==> src/rtl/seq_mult_param.sv <==
// Parametrised shift-and-add unsigned multiplier with start/busy/done handshake.
// Optional macro SEQ_MULT_SKIP_ZERO_EN bypasses the ADD step for zero multiplier bits.
module seq_mult_param #(
  parameter int WIDTH = 4
) (
  input  logic                 clk,
  input  logic                 rst,
  input  logic                 start,
  input  logic [WIDTH-1:0]     multiplier,
  input  logic [WIDTH-1:0]     multiplicand,
  output logic                 busy,
  output logic                 done,
  output logic [2*WIDTH-1:0]   product
);

  localparam int CW = (WIDTH > 1) ? $clog2(WIDTH) : 1;
  localparam logic [CW-1:0] LAST = CW'(WIDTH - 1);

  typedef enum logic [1:0] {
    IDLE,
    ADD,
    SHIFT,
    DONE
  } state_t;

  state_t             state;
  logic [WIDTH-1:0]   mcand;
  logic [WIDTH-1:0]   mr;
  logic [2*WIDTH:0]   acc;
  logic [CW-1:0]      count;
  logic [WIDTH:0]     sum;
  logic               first_add;
  logic               next_add;

  assign sum = {1'b0, acc[2*WIDTH-1:WIDTH]} + {1'b0, mcand & {WIDTH{mr[0]}}};

`ifdef SEQ_MULT_SKIP_ZERO_EN
  // mr[1] is the bit that becomes the LSB once the current SHIFT completes.
  assign first_add = multiplier[0];
  assign next_add  = mr[1];
`else
  assign first_add = 1'b1;
  assign next_add  = 1'b1;
`endif

  always_ff @(posedge clk or posedge rst) begin
    if (rst) begin
      state   <= IDLE;
      busy    <= 1'b0;
      done    <= 1'b0;
      product <= '0;
      acc     <= '0;
      mr      <= '0;
      mcand   <= '0;
      count   <= '0;
    end else begin
      case (state)
        IDLE: begin
          done <= 1'b0;
          if (start) begin
            mcand <= multiplicand;
            mr    <= multiplier;
            acc   <= '0;
            count <= '0;
            busy  <= 1'b1;
            state <= first_add ? ADD : SHIFT;
          end
        end
        ADD: begin
          acc[2*WIDTH:WIDTH] <= sum;
          state              <= SHIFT;
        end
        SHIFT: begin
          acc <= acc >> 1;
          mr  <= mr >> 1;
          if (count == LAST) begin
            // The carry is always zero after the final shift, so the product is acc[2W:1].
            product <= acc[2*WIDTH:1];
            busy    <= 1'b0;
            done    <= 1'b1;
            state   <= DONE;
          end else begin
            count <= count + CW'(1);
            state <= next_add ? ADD : SHIFT;
          end
        end
        DONE: begin
          done  <= 1'b0;
          state <= IDLE;
        end
        default: begin
          busy  <= 1'b0;
          done  <= 1'b0;
          state <= IDLE;
        end
      endcase
    end
  end

endmodule

==> config.mk <==
export PLATFORM = sky130hd
export DESIGN_NAME = seq_mult_param
export DESIGN_NICKNAME = d
export VERILOG_FILES = /design/src/rtl/seq_mult_param.sv
export SDC_FILE = /design/constraint.sdc
export NUM_CORES = 1
export LEC_CHECK = 0
export BUFFER_PORTS_ARGS = -buffer_cell sky130_fd_sc_hd__buf_2
export CAP_MARGIN = 20
export CORE_UTILIZATION = 36
export CTS_CLUSTER_DIAMETER = 30
export DETAILED_ROUTE_END_ITERATION = 10
export GPL_ROUTABILITY_DRIVEN = 0
export SLEW_MARGIN = 20
export SYNTH_ARGS = -nofsm -noshare
export SYNTH_HDL_FRONTEND = slang
export SYNTH_SLANG_ARGS = --single-unit
==> constraint.sdc <==
create_clock -name clk -period 1.8 [get_ports clk]
set_input_delay 0.54 -clock clk [delete_from_list [all_inputs] [get_ports clk]]
set_output_delay 0.54 -clock clk [all_outputs]
set_load 0.01 [all_outputs]
# --- After elaboration in Yosys (flattened, before gate mapping) ---
# Cells that the tools add are included.
totals:
  inputBits: 11
  out_inout_bits: 10
  reg_bits: 31
  word_cells: 47
classes:
  muxes: 16
  n_reduce_logical: 12
  bitwise: 1
  eq_ne: 7
  add_sub_neg: 2
ops:
  columns: ["op", "count"]
  rows:
  - ["one-hot mux 4 bit (2 select lines)", 2]
  - ["one-hot mux 5 bit (3 select lines)", 1]
  - ["AND reduction 2 bit", 5]
  - ["2-to-1 mux 9 bit", 1]
  - ["2-to-1 mux 2 bit", 4]
  - ["one-hot mux 2 bit (4 select lines)", 1]
  - ["== test 2 bit, second input constant", 3]
  - ["inequality test 2 bit, second input constant", 3]
  - ["AND reduction 3 bit", 2]
  - ["adder 4 x 4 -> 5 bit", 1]
  - ["bitwise AND 4 bit", 1]
  - ["2-to-1 mux 4 bit", 1]
  - ["one-hot mux 1 bit (2 select lines)", 2]
  - ["one-hot mux 2 bit (2 select lines)", 1]
  - ["nonzero test 2 bit", 2]
  - ["2-to-1 mux 1 bit", 3]
  - ["nonzero test 3 bit", 1]
  - ["adder 2 x 1 -> 2 bit, second input constant", 1]
  - ["== test 2 x 1 -> 1 bit, second input constant", 1]
  - ["logical NOT 2 bit", 1]
  - ["OR reduction 2 bit", 1]

# --- Longest topological paths before layout ---
# Gate-level depths: netlist of run 1.
depth:
  depth_word: 4
  mapped_depth: 8
  ltp_nobuf: 8

# --- Least setup slack after synthesis of run 1 ---
# Ideal clock, no wire load.
synth_timing:
  path_type: "register to register"
  startpoint: "register mr[0]"
  endpoint: "register acc[6]"
  path_slack_ns: 0.295
  setup_time_ns: 0.126
  n_path_buf: 0
  required_ns: 1.674
  arrival_ns: 1.379
  synth_period_minus_slack_ns: 1.505
  stages_incl_launch_ff: 8
  cell_sequence: "dfrtp_1 -> and2_1 -> ha_1 -> inv_1 -> fa_1 -> xnor2_1 -> a22oi_1 -> o21ai_0"
synth_between:
  elab_chain_len: 3
synth_lines:
  columns: ["item", "line", "text"]
  rows:
  - ["start: declaration", "28", "logic [WIDTH-1:0] mr;"]
  - ["start signal: assignment", "62", "mr <= multiplier;"]
  - ["start signal: assignment", "75", "mr <= mr >> 1;"]
  - ["bitwise AND 4 bit", "35", "assign sum = {1'b0, acc[2*WIDTH-1:WIDTH]} + {1'b0, mcand & {WIDTH{mr[0]}}};"]
  - ["adder 4 x 4 -> 5 bit", "35", null]
  - ["one-hot mux 5 bit (3 select lines)", "57", "case (state)"]
  - ["end signal: indexed assignment", "70", "acc[2*WIDTH:WIDTH] <= sum;"]
  - ["end signal: assignment", "74", "acc <= acc >> 1;"]
  - ["end: declaration", "29", "logic [2*WIDTH:0] acc;"]
# No other way between the ends.
# A chain may end at the register's enable or synchronous reset.

# --- Final worst setup path of run 1 ---
# Ends and elaborated chain as after synthesis.

==> results.cfg, run 1 <==
[die]
floorplan.initialDensity = 0.385
design.die.area_um2 = 4290
die_height_um = 65.5
core_region_area_um2 = 3770
core.rowCount = 22
num_io_pins = 21
die_width_um = 65.5

[synth]
synth.distinct_cells = 30
syn_area_per_cell_um2 = 11.1
syn_inst = 131
syn-num-nets = 151
netlist_area_um2 = 1450
ys_warn_count = 0
ys_seq_area_frac = 0.517
ys_seq_elements = 30

[sta]
grt_setup_unrepaired = false
final.setup.tns_ps = 0
final-max-slew-violation-count = 0
skew_ps = 10.8
timing.final.hold_violations = 0
final_setup_viols = 0
post-route-period-util = 0.908
timing.final.crit_period_ps = 1630
fmax_ghz = 0.612
slew_headroom = 0.660
timing_worst_slew_pin_value_ps = 505

[status]
status = finished clean

[power]
vdd_ir_drop_max_mv = 0.626
powerDensity_nw_per_um2 = 1580
p_leak_nw = 0.891

[cells_and_area]
final_cell_mix = 30 x dfrtp_1, 20 x buf_2, 15 x nand2_1, 12 x mux2_2, 11 x inv_1
antenna_diode_instance_count = 0
drive_gt1_frac = 0.297
finish.net_count = 177
fin_area_um2 = 1720
fillers = 360
synthToLayoutAreaGrowth_pct = 18.8
layout_commonest_cell = dfrtp_1

[global_route]
grt.total_usage = 0.147
first_global_vias = 1090
globalRoute.totalOverflow = 0
initial_antenna_violation_count = 0
grt_start_max_net_pins = 31
first_pass_grt_wire_length_mm = 4.71

[detailed_routing]
totalWireLength_mm = 2.59
detail_route.drc_violations = 0
post_dr_vias_cell = 4.96
detail_route.wl_per_cell_um = 12.6
drt_first_iter_violations = 43
dr_total_vias = 1022
route.antenna.remaining_nets = 0
detailedRoute.firstPassIterationCount = 4

[setup_path]
regToRegEndpoint = acc[6]
cp_max_fo = 5
required_ps = 1960
cp_data_arrival_time_ps = 1800
r2r.worst_path.cells = 7
cp-end-kind = flop
path_class = flop to flop
critical_path_start_type = flop
rrSetupSlack_ps = 170
timing.critical_path.from = mr[0]
crit-reg2reg-launch = mr[0]

[placed_design]
post_place_instance_area_um2 = 1610
detailedPlacementHpwl_mm = 1.94
portBuffers = 20

[clock_network]
clock_path_buffers = 2
h-tree-depth = 2
tritoncts_num_sinks = 30
root_buffer = clkbuf_8
tritoncts = built
cts.clk_slew.worst_paths_ps = 70
insertion_delay_ps = 290
cts_buf_count = 5

[flow_run]
timing.max_cap.violations = 0

[hold_path]
hold_path_class = input pin to async pin
## kinds of logic after synthesis
logic type	share of synthesized area
XOR/XNOR	0.0121
flip-flops	0.517
adder cells (fa/ha/maj)	0.0828
AO/OA/AOI/OAI	0.153
multiplexers	0.0931
buffers and inverters	0.0483
AND/OR/NAND/NOR	0.0940
## Yosys cell counts
library cell  count  area, um^2
and2b_1           1        7.51
and2_1            3        18.8
dfrtp_1          30         751
nand2b_2          1        8.76
nand3b_1          1        7.51
inv_1            11        41.3
a22oi_1           2        15.0
o211ai_1          2        15.0
mux2_2           12         135
buf_2             2        10.0
nand4_1           2        12.5
nor2b_1           1        6.26
nand2_1          15        56.3
xor2_1            1        8.76
or2_1             1        6.26
clkbuf_1          1        3.75
o21ai_2           1        8.76
nor2_1            2        7.51
a22o_1            3        26.3
ha_1              8         100
a31oi_1           2        12.5
buf_4             2        15.0
xnor2_1           1        8.76
nand3_1           1        5.00
a32o_1            3        30.0
o22ai_1           3        18.8
a21o_1            2        15.0
fa_1              1        20.0
a21oi_1           8        40.0
o21ai_0           8        40.0
## final cells by class
cell class              count  area (um^2)  share of cell area
repair buffers             24          130              0.0755
flip-flops and latches     30          751               0.435
inverters                  11         41.3              0.0239
multi-input cells          85          633               0.367
clock inverters             3         40.0              0.0232
clock buffers               5         68.8              0.0399
well taps                  48         60.1              0.0348
## worst max-delay path, stage by stage, from the launching register on
cell	delay (ps)
dfrtp_1	380
and2_1	150
ha_1	170
inv_1	50
fa_1	390
xnor2_1	140
a22oi_1	150
o21ai_1	80
## stage by stage
step / power, mW / std cells / hold slack, ps / worst slack [ps] / utilization
global route: 2.96 / 206 / 360 / 4.62 / 0.457
detailed placement: 2.07 / 198 / 487 / 130 / 0.428
floorplan: 1.80 / 131 / 462 / 295 / -
CTS: 2.74 / 206 / 337 / 111 / 0.457
finish: 2.72 / 206 / 321 / 166 / 0.457
global placement: 2.03 / 198 / 460 / 177 / 0.428
## sequential cells by signal, indices dropped and copies added, names as in the netlist
register / flops
product: 8
mcand: 4
acc: 8
count: 2
state: 2
mr: 4
done: 1
busy: 1
## power breakdown
part / switching, mW / leakage, nW / internal [mW]
combinational: 0.575 / 0.446 / 0.471
clock: 0.257 / 0.0579 / 0.407
sequential: 0.133 / 0.387 / 0.874
## layer usage
layer	vias to the layer above	GRT usage	share of wire
met4	0	0.0408	0.013
met3	3	0.0521	0.047
li1	512	-	-
met2	22	0.245	0.47
met1	485	0.178	0.47
met5	-	0	0
## timing repair
| item | in CTS | in global routing |
|---|---|---|
| endpoints found under the setup margin | 0 | 6 |
| buffers inserted | 0 | 0 |
| hold buffers | 0 | 0 |
| resized for setup | 0 | 2 |
## worst max path at each step
| stage | endpoint | slack [ps] |
|---|---|---|
| after detailed placement | count[0] | 130 |
| after floorplan | acc[6] | 290 |
| final | acc[6] | 170 |
| after global routing | acc[6] | 5 |
| after CTS | acc[5] | 110 |
| after global placement | count[0] | 180 |
Note: power is estimated with default switching activity, not from simulation.
==> inputs of run 2 (changes only) <==
- CORE_UTILIZATION: 36 -> 25
==> run 2 against run 1 <==
  * Clock power up 28%
  * Sequential share of layout area down 1.7 points
  * Final cell count up 12%
  * Critical endpoint is now acc[8]
  * Total power up 7.7%
  * Global-route usage down 4.3 points
  * Combinational power about the same
  * Setup slack worse by 3.0 ps
  * Clock skew down 5.4 ps
  * Die area up 43%
  * Sequential cell count unchanged
  * Largest power group unchanged
==> results.cfg, run 2 (same netlist as run 1, synthesis figures left out) <==
[status]
status = finished clean

[clock_network]
clock_path_buffers = 2
insertion_delay_ps = 280
hold_buffers = 0
root_buffer = clkbuf_8
tritoncts = built
tritoncts_num_sinks = 30
ctsResizeCount = 0
post_cts.repair.setup_buffers = 0
h-tree-depth = 2
cts.clk_slew.worst_paths_ps = 70
cts_buf_count = 5

[setup_path]
cp-end-kind = flop
cp_max_fo = 5
path_class = flop to flop
regToRegEndpoint = acc[8]
r2r.worst_path.cells = 8
cp_data_arrival_time_ps = 1830
crit-reg2reg-launch = mr[0]
critical_path_start_type = flop
rrSetupSlack_ps = 160
required_ps = 1990

[power]
powerDensity_nw_per_um2 = 1630
report.power.total_mw = 2.93
vdd_ir_drop_max_mv = 0.803
p_leak_nw = 0.908

[sta]
post-route-period-util = 0.910
timing.final.hold_violations = 0
final_setup_viols = 0
final.setup.tns_ps = 0
grt_setup_unrepaired = false
timing_worst_slew_pin_value_ps = 556
fmax_ghz = 0.611
whs_ps = 313
slew_headroom = 0.625
skew_ps = 5.42
final-max-slew-violation-count = 0
timing.final.crit_period_ps = 1640

[global_route]
initial_antenna_violation_count = 0
grt.total_usage = 0.104
first_global_vias = 1034
grt_start_max_net_pins = 31
first_pass_grt_wire_length_mm = 4.85
globalRoute.totalOverflow = 0

[placed_design]
detailedPlacementHpwl_mm = 1.95
portBuffers = 20
post_place_instance_area_um2 = 1650

[cells_and_area]
layout_commonest_cell = dfrtp_1
finish.net_count = 178
synthToLayoutAreaGrowth_pct = 23.7
fin_area_um2 = 1800
drive_gt1_frac = 0.302
top_flop_regs = acc: 8 flops, product: 8 flops
final_cell_mix = 30 x dfrtp_1, 20 x buf_2, 15 x nand2_1, 12 x mux2_2, 11 x inv_1
antenna_diode_instance_count = 0

[detailed_routing]
post_dr_vias_cell = 4.47
detail_route.wl_per_cell_um = 11.6
route.antenna.remaining_nets = 0
detail_route.drc_violations = 0
drt_first_iter_violations = 30
totalWireLength_mm = 2.68
dr_total_vias = 1033
detailedRoute.firstPassIterationCount = 4

[die]
num_io_pins = 21
die_width_um = 78.2
design.die.area_um2 = 6110
core_region_area_um2 = 5540
die_height_um = 78.2
core.rowCount = 27
floorplan.initialDensity = 0.262

[flow_run]
timing.max_cap.violations = 0

[hold_path]
hold_path_class = input pin to async pin
-- run 2: cell count changes in the layout (fill, tap and decap cells not counted) --
| cell | change |
|---|---|
| clkbuf_8 | +1 |
| o21ai_0 | +1 |
| o21ai_1 | -1 |
| clkinv_2 | -2 |
| buf_4 | +1 |
| bufinv_16 | +1 |
-- run 2: where the power goes --
part / switching (mW) / internal [mW] / leakage (nW)
sequential: 0.133 / 0.874 / 0.387
clock: 0.263 / 0.590 / 0.0714
combinational: 0.583 / 0.483 / 0.450
total: 0.979 / 1.95 / 0.908
-- run 2: layout make-up --
class                           count  area (um^2)
Clock buffer                        6         82.6
Clock inverter                      2         60.1
Fill cell                         598         3740
Inverter                           11         41.3
Multi-Input combinational cell     85          633
Sequential cell                    30          751
Tap cell                           72         90.1
Timing Repair Buffer               25          138
-- run 2: how the worst max path moves through the flow --
| stage | from | slack [ps] | endpoint | depth (start not counted) |
|---|---|---|---|---|
| 6_report | mr[0] | 160 | acc[8] | 8 |
| 5_1_grt | mr[0] | 20 | acc[8] | 8 |
| 4_1_cts | state[0] | 90 | count[0] | 6 |
| 3_5_place_dp | mr[0] | 100 | acc[8] | 8 |
| 3_3_place_gp | state[0] | 130 | count[0] | 6 |
| 2_1_floorplan | mr[0] | 290 | acc[6] | 7 |
-- run 2: per-stage QoR --
step	util	cells	setup WS [ps]
5_1_grt	0.324	231	21.2
6_report	0.324	231	163
3_3_place_gp	0.298	223	132
2_1_floorplan	-	131	295
3_5_place_dp	0.298	223	99.7
4_1_cts	0.324	231	93.0
-- run 2: worst max-delay path: stages (launching register included) --
cell     delay (ps)
dfrtp_1         390
and2_1          140
ha_1            150
inv_1            50
fa_1            390
inv_1            80
a21o_1          100
a21oi_1          60
o21ai_0         190
-- run 2: metal layers --
metal | global-route usage | wire length (um) | vias to the layer above
met1 | 0.136 | 1360 | 483
met2 | 0.149 | 1120 | 29
met4 | 0.0556 | 53 | 0
met5 | 0 | 0 | -
li1 | - | - | 516
met3 | 0.0360 | 142 | 5
==> inputs of run 3 (changes only) <==
- CELL_PAD_IN_SITES_DETAIL_PLACEMENT: unset -> 1
- CELL_PAD_IN_SITES_GLOBAL_PLACEMENT: unset -> 2
- CORE_ASPECT_RATIO: unset -> 0.7
- PLACE_DENSITY_LB_ADDON: unset -> 0.1
==> run 3 against run 2 <==
  * Fmax shrank 0.79%
  * Clock skew hardly changed
  * Sequential share of layout area increased by 0.77 points
  * Sequential cell count unchanged
  * Final cell count rose by 0.87%
  * Total power shrank 6.0%
  * Worst hold slack improved by 20 ps
  * Routed wire length increased by 26%
  * Utilization grew 0.10 points
  * Setup slack worse by 13 ps
  * Critical path type unchanged
==> results.cfg, run 3 (same netlist as run 1, synthesis figures left out) <==
[status]
status = finished clean

[cells_and_area]
finish.net_count = 180
post_layout_nonfiller_instances = 233
antenna_diode_instance_count = 0
drive_gt1_frac = 0.311
synthToLayoutAreaGrowth_pct = 21.5
final_cell_mix = 30 x dfrtp_1, 20 x buf_2, 15 x nand2_1, 12 x mux2_2, 11 x inv_1
layout_commonest_cell = dfrtp_1
top_flop_regs = acc: 8 flops, product: 8 flops

[die]
die_width_um = 93.1
die_height_um = 65.8
core_region_area_um2 = 5420
num_io_pins = 21
design.die.area_um2 = 6120
floorplan.initialDensity = 0.268
core.rowCount = 22

[detailed_routing]
totalWireLength_mm = 3.38
drt_first_iter_violations = 24
detailedRoute.firstPassIterationCount = 4
post_dr_vias_cell = 4.55
detail_route.wl_per_cell_um = 14.5
dr_total_vias = 1060
route.antenna.remaining_nets = 0
detail_route.drc_violations = 0

[setup_path]
cp_max_fo = 9
cp-end-kind = flop
rrSetupSlack_ps = 150
regToRegEndpoint = count[0]
worst-path-buf-inv = 1
cp_max_stage_cell = dfrtp_1
path_class = flop to flop
r2r.worst_path.cells = 6
required_ps = 1970
critical_path_start_type = flop
cp_slowest_stage_delay_ps = 400
critical_path.cell_chain = inv_1 > ha_2 > and2b_1 > nor2_1 > mux2_2 > a22o_1
cp_data_arrival_time_ps = 1820
crit-reg2reg-launch = state[0]
largest_delay_share_family_worst_path = flip-flops

[power]
vdd_ir_drop_max_mv = 0.404
powerDensity_nw_per_um2 = 1560
p_leak_nw = 0.894

[sta]
skew_ps = 5.03
grt_setup_unrepaired = false
timing.final.hold_violations = 0
fmax_ghz = 0.606
final_setup_viols = 0
final.setup.tns_ps = 0
final-max-slew-violation-count = 0
timing.final.crit_period_ps = 1650
layout_setup_ws_ps = 150
timing_worst_slew_pin_value_ps = 475
post-route-period-util = 0.917
slew_headroom = 0.683

[clock_network]
clock_path_buffers = 2
cts_buf_count = 5
h-tree-depth = 2
tritoncts_num_sinks = 30
tritoncts = built
cts.clk_slew.worst_paths_ps = 70
insertion_delay_ps = 280
root_buffer = clkbuf_8
hold_buffers = 0

[placed_design]
place.detailed.instances = 224
dpl_worst_slack_ps = 101
portBuffers = 20
detailedPlacementHpwl_mm = 2.53

[hold_path]
hold_path_class = input pin to async pin

[global_route]
first_pass_grt_wire_length_mm = 5.95
grt.total_usage = 0.133
globalRoute.totalOverflow = 0
grt_start_max_net_pins = 31
initial_antenna_violation_count = 0
first_global_vias = 1198

[flow_run]
timing.max_cap.violations = 0
==> run 3: cell count changes in the layout (fill, tap and decap cells not counted), sizes merged <==
cell / change
buf: +2
bufinv: -2
clkinv: +1
clkinvlp: +1
==> run 3: layer usage <==
| layer | share of wire | routed length [um] | track usage |
|---|---|---|---|
| met1 | 0.52 | 1750 | 0.175 |
| met4 | 0.013 | 45 | 0.0558 |
| met3 | 0.034 | 116 | 0.0405 |
| met5 | 0 | 0 | 0 |
| met2 | 0.44 | 1480 | 0.203 |
==> run 3: power by group <==
part           switching, mW  leakage [nW]  internal, mW
Sequential             0.139         0.387         0.873
Clock                  0.272        0.0472         0.307
Combinational          0.644         0.460         0.514
==> run 3: worst register-to-register path, cell delays in order, from the launching register on <==
cell and delay [ps]:
dfrtp_1 400, inv_1 120, ha_2 300, and2b_1 200, nor2_1 70, mux2_2 260
a22o_1 180
==> run 3: how the worst max path moves through the flow <==
stage              from        to  slack, ps  depth (start not counted)
2_1_floorplan     mr[0]    acc[6]        290                          7
3_3_place_gp   state[0]  count[0]        100                          6
3_5_place_dp   state[0]  count[0]        100                          6
4_1_cts        state[0]  count[0]         70                          6
5_1_grt           mr[0]    acc[6]         20                          7
6_report       state[0]  count[0]        150                          6
==> run 3: what timing repair did <==
action | 4_1_cts | 5_1_grt
setup endpoints to repair | 0 | 6
setup buffers | 0 | 1
resized for setup | 0 | 2
==> run 3: per-stage QoR <==
step / instance area, um^2 / hold slack, ps / total power [mW] / util
global route: 1760 / 368 / 3.00 / 0.325
floorplan: 1450 / 462 / 1.80 / -
CTS: 1750 / 351 / 2.78 / 0.323
detailed placement: 1660 / 485 / 2.19 / 0.306
global placement: 1660 / 463 / 2.13 / 0.306
finish: 1760 / 333 / 2.75 / 0.325
==> run 3: final cells by class <==
type / count / area, um^2
flip-flops and latches: 30 / 751
multi-input cells: 85 / 633
clock inverters: 2 / 12.5
inverters: 11 / 41.3
repair buffers: 27 / 153
clock buffers: 6 / 82.6
well taps: 72 / 90.1
fillers: 633 / 3660
